## src/rtl/fetch_request_unit_pkg.sv

```systemverilog
// Shared types and constants for the fetch/request sequencer.
// Covers FSM state, jump-select encodings and the PC step size.
package fetch_request_unit_pkg;

  typedef enum logic [1:0] {
    FETCH = 2'd0,
    DATA  = 2'd1,
    HALT  = 2'd2
  } fetch_state_t;

  typedef logic [1:0] jumpsel_t;

  localparam jumpsel_t JS_SEQ = 2'b00;
  localparam jumpsel_t JS_J   = 2'b01;
  localparam jumpsel_t JS_JR  = 2'b10;

  localparam logic [31:0] PC_STEP = 32'd4;

  // The branch offset counts words, so shift it to a byte offset after sign-extending.
  function automatic logic [31:0] branch_offset(input logic [15:0] imm);
    return {{14{imm[15]}}, imm, 2'b00};
  endfunction

endpackage

```

## src/rtl/fetch_request_unit_if.sv

```systemverilog
// Decoded-control inputs, memory handshake and PC outputs of the fetch/request unit.
interface fetch_request_unit_if;
  import fetch_request_unit_pkg::*;

  logic        ihit;
  logic        dhit;
  logic        PCSrc;
  logic        BNE;
  logic        zero;
  jumpsel_t    JumpSel;
  logic [15:0] imm;
  logic [25:0] jaddr;
  logic [31:0] jr_addr;
  logic        halt;
  logic        dREN;
  logic        dWEN;
  logic [31:0] pc;
  logic [31:0] pc_plus4;
  logic        imemREN;
  logic        dmemREN;
  logic        dmemWEN;
  logic        commit;
  logic        halted;

  modport fru (
    input  ihit, dhit, PCSrc, BNE, zero, JumpSel, imm, jaddr, jr_addr, halt, dREN, dWEN,
    output pc, pc_plus4, imemREN, dmemREN, dmemWEN, commit, halted
  );

  modport tb (
    output ihit, dhit, PCSrc, BNE, zero, JumpSel, imm, jaddr, jr_addr, halt, dREN, dWEN,
    input  pc, pc_plus4, imemREN, dmemREN, dmemWEN, commit, halted
  );

endinterface

```

## src/rtl/fetch_request_unit_next_pc.sv

```systemverilog
// Purely combinational next-PC selection: sequential, branch, J/JAL and JR targets.
module fetch_request_unit_next_pc
  import fetch_request_unit_pkg::*;
(
  input  logic [31:0] pc,
  input  logic        PCSrc,
  input  logic        BNE,
  input  logic        zero,
  input  jumpsel_t    JumpSel,
  input  logic [15:0] imm,
  input  logic [25:0] jaddr,
  input  logic [31:0] jr_addr,
  output logic [31:0] pc_plus4,
  output logic [31:0] next_pc
);

  logic taken;
  logic [31:0] br_target;

  assign pc_plus4  = pc + PC_STEP;
  assign taken     = PCSrc & (zero ^ BNE);
  assign br_target = pc_plus4 + branch_offset(imm);

  always_comb begin
    next_pc = pc_plus4;
    case (JumpSel)
      JS_SEQ:  next_pc = taken ? br_target : pc_plus4;
      JS_J:    next_pc = {pc_plus4[31:28], jaddr, 2'b00};
      // Mask the low bits so a misaligned register value cannot misalign the PC.
      JS_JR:   next_pc = jr_addr & ~32'h3;
      default: next_pc = pc_plus4;
    endcase
  end

endmodule

```

## src/rtl/fetch_request_unit.sv

```systemverilog
// PC register and fetch -> optional data access -> PC update sequencer.
// commit fires once per retired instruction and gates the register-file write.
module fetch_request_unit
  import fetch_request_unit_pkg::*;
#(
  parameter logic [31:0] PC_INIT = 32'h0000_0000
) (
  input logic             CLK,
  input logic             nRST,
  fetch_request_unit_if.fru bus
);

  fetch_state_t state_reg, state_next;
  logic [31:0]  pc_reg;
  logic [31:0]  next_pc;
  logic [31:0]  pc_plus4;
  logic         dren_reg, dwen_reg;
  logic         commit;
  logic         data_start;
  logic         data_done;

  fetch_request_unit_next_pc u_next_pc (
    .pc       (pc_reg),
    .PCSrc    (bus.PCSrc),
    .BNE      (bus.BNE),
    .zero     (bus.zero),
    .JumpSel  (bus.JumpSel),
    .imm      (bus.imm),
    .jaddr    (bus.jaddr),
    .jr_addr  (bus.jr_addr),
    .pc_plus4 (pc_plus4),
    .next_pc  (next_pc)
  );

  // halt wins over a data access decoded in the same instruction.
  always_comb begin
    state_next = state_reg;
    commit     = 1'b0;
    data_start = 1'b0;
    data_done  = 1'b0;
    case (state_reg)
      FETCH: begin
        if (bus.ihit) begin
          if (bus.halt) begin
            state_next = HALT;
          end else if (bus.dREN | bus.dWEN) begin
            state_next = DATA;
            data_start = 1'b1;
          end else begin
            commit = 1'b1;
          end
        end
      end
      DATA: begin
        if (bus.dhit) begin
          state_next = FETCH;
          commit     = 1'b1;
          data_done  = 1'b1;
        end
      end
      default: state_next = HALT;
    endcase
  end

  always_ff @(posedge CLK or negedge nRST) begin
    if (!nRST) begin
      state_reg <= FETCH;
      pc_reg    <= PC_INIT;
      dren_reg  <= 1'b0;
      dwen_reg  <= 1'b0;
    end else begin
      state_reg <= state_next;
      if (commit) begin
        pc_reg <= next_pc;
      end
      if (data_start) begin
        dren_reg <= bus.dREN;
        dwen_reg <= bus.dWEN;
      end else if (data_done) begin
        dren_reg <= 1'b0;
        dwen_reg <= 1'b0;
      end
    end
  end

  assign bus.pc       = pc_reg;
  assign bus.pc_plus4 = pc_plus4;
  assign bus.imemREN  = (state_reg == FETCH);
  assign bus.dmemREN  = dren_reg;
  assign bus.dmemWEN  = dwen_reg;
  assign bus.commit   = commit;
  assign bus.halted   = (state_reg == HALT);

endmodule

```

## src/flat_wrapper.sv

```systemverilog
// flat-port wrapper written by rule: the top's interface ports become plain ports
module fetch_request_unit_flat import fetch_request_unit_pkg::*;
#(
  parameter logic [31:0] PC_INIT = 32'h0000_0000
)
  (CLK, nRST, bus_ihit, bus_dhit, bus_PCSrc, bus_BNE, bus_zero, bus_JumpSel, bus_imm, bus_jaddr, bus_jr_addr, bus_halt, bus_dREN, bus_dWEN, bus_pc, bus_pc_plus4, bus_imemREN, bus_dmemREN, bus_dmemWEN, bus_commit, bus_halted);
  fetch_request_unit_if bus_i ();
  input logic CLK;
  input logic nRST;
  input wire logic [$bits(bus_i.ihit)-1:0] bus_ihit;
  input wire logic [$bits(bus_i.dhit)-1:0] bus_dhit;
  input wire logic [$bits(bus_i.PCSrc)-1:0] bus_PCSrc;
  input wire logic [$bits(bus_i.BNE)-1:0] bus_BNE;
  input wire logic [$bits(bus_i.zero)-1:0] bus_zero;
  input wire logic [$bits(bus_i.JumpSel)-1:0] bus_JumpSel;
  input wire logic [$bits(bus_i.imm)-1:0] bus_imm;
  input wire logic [$bits(bus_i.jaddr)-1:0] bus_jaddr;
  input wire logic [$bits(bus_i.jr_addr)-1:0] bus_jr_addr;
  input wire logic [$bits(bus_i.halt)-1:0] bus_halt;
  input wire logic [$bits(bus_i.dREN)-1:0] bus_dREN;
  input wire logic [$bits(bus_i.dWEN)-1:0] bus_dWEN;
  output wire logic [$bits(bus_i.pc)-1:0] bus_pc;
  output wire logic [$bits(bus_i.pc_plus4)-1:0] bus_pc_plus4;
  output wire logic [$bits(bus_i.imemREN)-1:0] bus_imemREN;
  output wire logic [$bits(bus_i.dmemREN)-1:0] bus_dmemREN;
  output wire logic [$bits(bus_i.dmemWEN)-1:0] bus_dmemWEN;
  output wire logic [$bits(bus_i.commit)-1:0] bus_commit;
  output wire logic [$bits(bus_i.halted)-1:0] bus_halted;
  assign bus_i.ihit = bus_ihit;
  assign bus_i.dhit = bus_dhit;
  assign bus_i.PCSrc = bus_PCSrc;
  assign bus_i.BNE = bus_BNE;
  assign bus_i.zero = bus_zero;
  assign bus_i.JumpSel = bus_JumpSel;
  assign bus_i.imm = bus_imm;
  assign bus_i.jaddr = bus_jaddr;
  assign bus_i.jr_addr = bus_jr_addr;
  assign bus_i.halt = bus_halt;
  assign bus_i.dREN = bus_dREN;
  assign bus_i.dWEN = bus_dWEN;
  assign bus_pc = bus_i.pc;
  assign bus_pc_plus4 = bus_i.pc_plus4;
  assign bus_imemREN = bus_i.imemREN;
  assign bus_dmemREN = bus_i.dmemREN;
  assign bus_dmemWEN = bus_i.dmemWEN;
  assign bus_commit = bus_i.commit;
  assign bus_halted = bus_i.halted;
  fetch_request_unit #(.PC_INIT(PC_INIT)) u_core (.CLK(CLK), .nRST(nRST), .bus(bus_i));
endmodule
```

## config.mk

```make
export PLATFORM = sky130hd
export DESIGN_NAME = fetch_request_unit_flat
export DESIGN_NICKNAME = d
export VERILOG_FILES = /design/src/rtl/fetch_request_unit_pkg.sv /design/src/rtl/fetch_request_unit_if.sv /design/src/rtl/fetch_request_unit_next_pc.sv /design/src/rtl/fetch_request_unit.sv /design/src/flat_wrapper.sv
export SDC_FILE = /design/constraint.sdc
export NUM_CORES = 1
export LEC_CHECK = 0
export CAP_MARGIN = 20
export CORE_ASPECT_RATIO = 1.5
export CORE_MARGIN = 5
export CORE_UTILIZATION = 33
export DETAILED_ROUTE_END_ITERATION = 8
export GPL_TIMING_DRIVEN = 0
export HOLD_SLACK_MARGIN = 0.03
export SLEW_MARGIN = 40
export SYNTH_ARGS = -nofsm -noshare
export SYNTH_HDL_FRONTEND = slang
export SYNTH_SLANG_ARGS = --single-unit
```

## constraint.sdc

```tcl
create_clock -name CLK -period 4.94 [get_ports CLK]
set_input_delay 1.235 -clock CLK [delete_from_list [all_inputs] [get_ports CLK]]
set_output_delay 1.235 -clock CLK [all_outputs]
set_load 0.01 [all_outputs]
```

# Yosys cells after proc, flatten, opt, wreduce, memory -nomap -nowiden
# Cells that the tools add are included.
# totals
out_inout_bits	69
word_cells	40
register_bits	36
inputBits	86
# op_classes
add_sub_neg	2
n_reduce_logical	4
n_bitwise	3
n_mux	20
n_eq_ne	7
# op_table
op	count
32-bit one-hot mux with 3 select lines	1
32-bit by 3-bit adder with 32-bit output (second input constant)	1
32-bit adder	1
32-bit two-way mux	1
1-bit two-way mux	12
2-bit two-way mux	4
2-bit by 1-bit == test with 1-bit output (second input constant)	2
2-bit == test (second input constant)	2
2-bit logical NOT	2
2-bit != test (second input constant)	2
2-bit one-hot mux with 2 select lines	1
3-bit by 2-bit != test with 1-bit output (second input constant)	1
3-bit AND reduction	1
1-bit one-hot mux with 2 select lines	1
2-bit nonzero test	1
1-bit bitwise AND	1
1-bit bitwise OR	1
1-bit XOR	1

# Depth between registers and ports, before layout
# depth
ltp_word	6
mapped_depth	17
ltp_nobuf	15

# Cells and area by module
# Synthesis repeated with hierarchy kept, for this count alone.
# hier_totals
cells_unflattened	546
hier_area_um2	4760.8
# modules_own_cells
module	instances	cells_each	area_each_um2	seq_area_each_um2
fetch_request_unit_next_pc	1	459	3234.4	0.0
fetch_request_unit	1	87	1526.5	900.9

# Worst setup path before layout
# Ideal clock, no wire load.
# synth_path
path_kind	reg2reg
startpoint	register u_core.pc_reg[2], in the netlist u_core.bus.pc[2]
endpoint	register u_core.pc_reg[29], in the netlist u_core.bus.pc[29]
stages_incl_launch_ff	16
n_path_buf	1
setup_ns	0.128
t_required_ns	4.812
arrival_time_ns	3.912
period_less_slack_ns	4.040
setup_slack_ns	0.900
path_cell_list	dfrtp_1 > ha_1 > inv_1 > nor4_1 > nand3_1 > xnor2_1 > ha_1 > clkbuf_1 > a21o_1 > a21o_1 > a221o_1 > nand2_1 > a21oi_1 > a2111oi_0 > xor2_1 > o21ai_0
# synth_between
elab_chain_len	4
# synth_lines
item	line	text
from (decl)	fetch_request_unit.sv:14	logic [31:0] pc_reg;
from (signal assigned)	fetch_request_unit.sv:74	pc_reg <= next_pc;
32-bit by 3-bit adder with 32-bit output	fetch_request_unit_next_pc.sv:20	assign pc_plus4 = pc + PC_STEP;
net bus_pc_plus4[18]	flat_wrapper.sv:23	output wire logic [$bits(bus_i.pc_plus4)-1:0] bus_pc_plus4;
32-bit adder	fetch_request_unit_next_pc.sv:22	assign br_target = pc_plus4 + branch_offset(imm);
32-bit two-way mux	fetch_request_unit_next_pc.sv:27	JS_SEQ: next_pc = taken ? br_target : pc_plus4;
32-bit one-hot mux with 3 select lines	fetch_request_unit_next_pc.sv:26	case (JumpSel)
# The timed path passes the listed nets, and every way through them passes these cells.
# A chain may end at the register's enable or synchronous reset.

# Worst setup path after layout
# layout_path
startpoint	input bus_ihit
endpoint	output bus_commit
# layout_between
elab_chain_len	2
# layout_lines
item	line	text
from (decl)	flat_wrapper.sv:10	input wire logic [$bits(bus_i.ihit)-1:0] bus_ihit;
1-bit two-way mux	fetch_request_unit.sv:43	if (bus.ihit) begin
1-bit one-hot mux with 2 select lines	fetch_request_unit.sv:41	case (state_reg)
to (decl)	flat_wrapper.sv:27	output wire logic [$bits(bus_i.commit)-1:0] bus_commit;
# Every way passes these cells.

==> key figures <==
Floorplanning
  • Die area: 0.0163 mm²
  • Core Region: 0.0135 mm²
  • Die boundary width: 106 µm
  • Starting Density: 33.7%
  • Die height: 154 µm
  • Top-level I/O count: 155
  • Standard-cell rows: 52

Final layout
  • Largest register FFs: 30
  • Fin nets: 883
  • Ratio of cells with drive above 1 in the final layout: 3.81%
  • Area growth syn-to-layout: 40.5%
  • Most frequent cells in the layout: 146 x clkdlybuf4s50_1, 59 x nand2_1, 57 x a21oi_1
  • Antenna Cells: 0
  • Final core occ: 47.4%
  • Commonest non-fill, non-tap cell in the layout: clkdlybuf4s50_1

Synth
  • Main synth FF type: dfrtp_1
  • Post-Synth Adder-Cell Area: 10.0%
  • Number of synthesized flops with an enable pin: 0
  • Mux cell area share after synthesis: 2.96%
  • Synth Area per Inst: 7.54 µm²
  • Main combinational cell family by area after synthesis: compound AO/OA/AOI/OAI gates
  • Post-Syn Instances: 605
  • Yosys Warn Count: 0
  • Complex-gate fraction of the synthesized area: 30.9%
  • Xor/xnor cell area share of the yosys netlist: 9.03%
  • Post-synth cell types: 70
  • Yosys reg bits: 34
  • Post-synth ARST share: 100%
  • Sequential share of the synthesized area: 18.7%
  • Cell Area, Synth: 0.00456 mm²
  • Post-Synth Simple-Gate Area: 23.3%

Drt
  • Wire per inst: 21.7 µm
  • Antenna-violating nets left: 0
  • Drc violations: 0
  • DR vias/cell: 5.98
  • DR vias: 5,529
  • Final WL: 20,000 µm
  • Drt first pass iters: 7
  • Initial DRC count: 371

Power
  • Pwr dens: 348 mW/mm²
  • LEAKAGE: 2.53 nW
  • VDD IR max: 172 µV

Global routing
  • Total global routing overflow: 0
  • Initial antenna violation count: 0
  • GR Util All Layers: 23.5%
  • First-pass GRT wire length: 30,300 µm
  • Vias in the first global route: 5,600
  • Pin count of the biggest net entering global routing: 35

STA
  • Max transition margin: 43.9%
  • Max Clk Rate: 210 MHz
  • # setup viols final: 0
  • Final Hold Viols: 0
  • Fin. max-slew vios: 0
  • Post-route clock skew: 5.87 ps
  • Period minus WS final: 4770 ps
  • RSZ-0062 raised after global routing: no
  • Slew @ Worst Pin: 839 ps
  • Fin Setup TNS: 0 ps
  • Crit share post-route: 96.6%

Worst setup path
  • Crit-path leading delay family: buffers and inverters
  • CP required: 3700 ps
  • Crit path launch type: input pin
  • RR Startpoint: u_core.bus.pc[2]
  • Crit-path cells: clkdlybuf4s50_1 -> nor4b_2 -> nand2_1 -> and2_1 -> clkbuf_1 -> clkinv_1 -> clkdlybuf4s50_1
  • Setup CP Type: in2out
  • Arr. time, crit path: 3540 ps
  • Worst path bufs/invs: 4
  • R2R Setup Slk: 280 ps
  • Reg2reg end: u_core.bus.pc[19]
  • CP most frequent cell: clkdlybuf4s50_1
  • Critical Path End Type: primary output
  • Crit path max-delay cell type: clkdlybuf4s50_1
  • Slowest stage delay, CP: 680 ps
  • Max FO, Critical Path: 18
  • Worst r2r path cells: 13

CTS
  • Clk root buf: clkbuf_16
  • CTS sink count: 34
  • CTS tree: done
  • # hold bufs at CTS: 0
  • CTS clk-pin slew, worst paths: 60 ps
  • Bufs on Longest Clock Path: 2
  • Num CTS Buffers: 5
  • Post-CTS setup repair buffer count: 0
  • Worst skew pair latency: 290 ps
  • H-tree depth: 2

Run status
  • Status: completed

Hold path
  • Hold path endpoint: u_core.bus.dmemREN
  • Worst min path class: reg2reg
  • Critical hold path startpoint: u_core.bus.dmemREN
  • Hold path depth: 2

Placement
  • GP Congestion: 0.932
  • Dpl hpwl: 16,000 µm
  • # port buffers: 147

Run
  • Max Cap Violations: 0
## cell families after synthesis
logic type / after synthesis
buffers and inverters: 56
AND/OR/NAND/NOR: 212
adder cells (fa/ha/maj): 36
flip-flops: 34
XOR/XNOR: 47
other: 1
AO/OA/AOI/OAI: 208
multiplexers: 11
## worst reg2reg max path, cell delays in order, from the launching register on
cell	delay (ps)
dfrtp_1	510
ha_1	300
inv_1	140
nor3_1	550
xor2_1	360
ha_1	360
and3_1	210
a221o_1	320
a21oi_1	320
nand2_1	240
a21boi_0	530
o21ai_0	190
xor2_1	180
a221o_1	330
## how the worst max path moves through the flow
| stage | from | end | slack (ps) | depth (start not counted) |
|---|---|---|---|---|
| 2_1_floorplan | u_core.bus.pc[2] | u_core.bus.pc[29] | 900 | 15 |
| 4_1_cts | bus_ihit | bus_commit | 50 | 7 |
| 5_1_grt | bus_ihit | bus_commit | 50 | 7 |
| 3_3_place_gp | bus_ihit | bus_commit | -310 | 8 |
| 3_5_place_dp | bus_ihit | bus_commit | -320 | 8 |
| 6_report | bus_ihit | bus_commit | 170 | 7 |
## cell usage after synthesis, types with 3 or more instances
cell type   n  area (µm²)
buf_1       3        11.3
or4_1       4        30.0
nor2_1     39         146
a21o_1     12        90.1
o21a_1      6        45.0
xnor2_1    28         245
ha_1       35         438
xor2_1     19         166
and2_1      6        37.5
buf_4       4        30.0
nor3_1     22         110
o211ai_1    4        30.0
and3_1      8        50.1
a31oi_1     3        18.8
o21ai_0    46         230
nor4_1      6        37.5
a21boi_0    4        30.0
dfrtp_1    34         851
a221o_1     5        50.1
o31ai_1     3        22.5
a211oi_1    6        45.0
and4_1      7        61.3
nor2b_1    10        62.6
nand4_1    13        81.3
a21oi_1    57         285
mux2i_1     9        90.1
inv_1      19        71.3
a221oi_1   19         166
clkbuf_1   27         101
nand2_1    59         221
nand3_1    25         125
o22ai_1    10        62.6
## per-layer routing
layer | wire length [µm] | global-route usage [%] | share of wire, %
met2 | 10000 | 41.8 | 50
met3 | 1540 | 4.28 | 7.7
met5 | 0 | 0 | 0
met1 | 7520 | 26.4 | 38
met4 | 954 | 12.4 | 4.8
## cell type report
cell class                      instances  area [µm²]
Sequential cell                        34         851
Fill cell                            1348        7120
Multi-Input combinational cell        518        3520
Tap cell                              162         203
Inverter                               20        75.1
Clock buffer                            7         143
Buffer                                 35         149
Clock inverter                          1        5.00
Timing Repair Buffer                  147        1470
## metrics by stage
step / cells / instance area (µm²) / hold WS, ps / total power, mW / setup WS [ps]
6_report: 924 / 6410 / 508 / 2.23 / 170
5_1_grt: 924 / 6410 / 521 / 2.38 / 54.9
4_1_cts: 924 / 6390 / 505 / 2.23 / 53.9
3_5_place_dp: 917 / 6250 / 488 / 1.89 / -323
3_3_place_gp: 917 / 6250 / 483 / 1.87 / -308
2_1_floorplan: 608 / 4570 / 520 / 1.27 / 900
## timing repair
item / CTS / global route
endpoints found under the setup margin: 1 / 7
gates resized for setup: 0 / 2
pin swaps: 0 / 0
## power by group
group          internal (mW)  switching [mW]
Combinational          0.676           0.760
Sequential             0.345           0.121
Clock                  0.200           0.127
Total                   1.22            1.01
(Power assumes the default switching activity.)
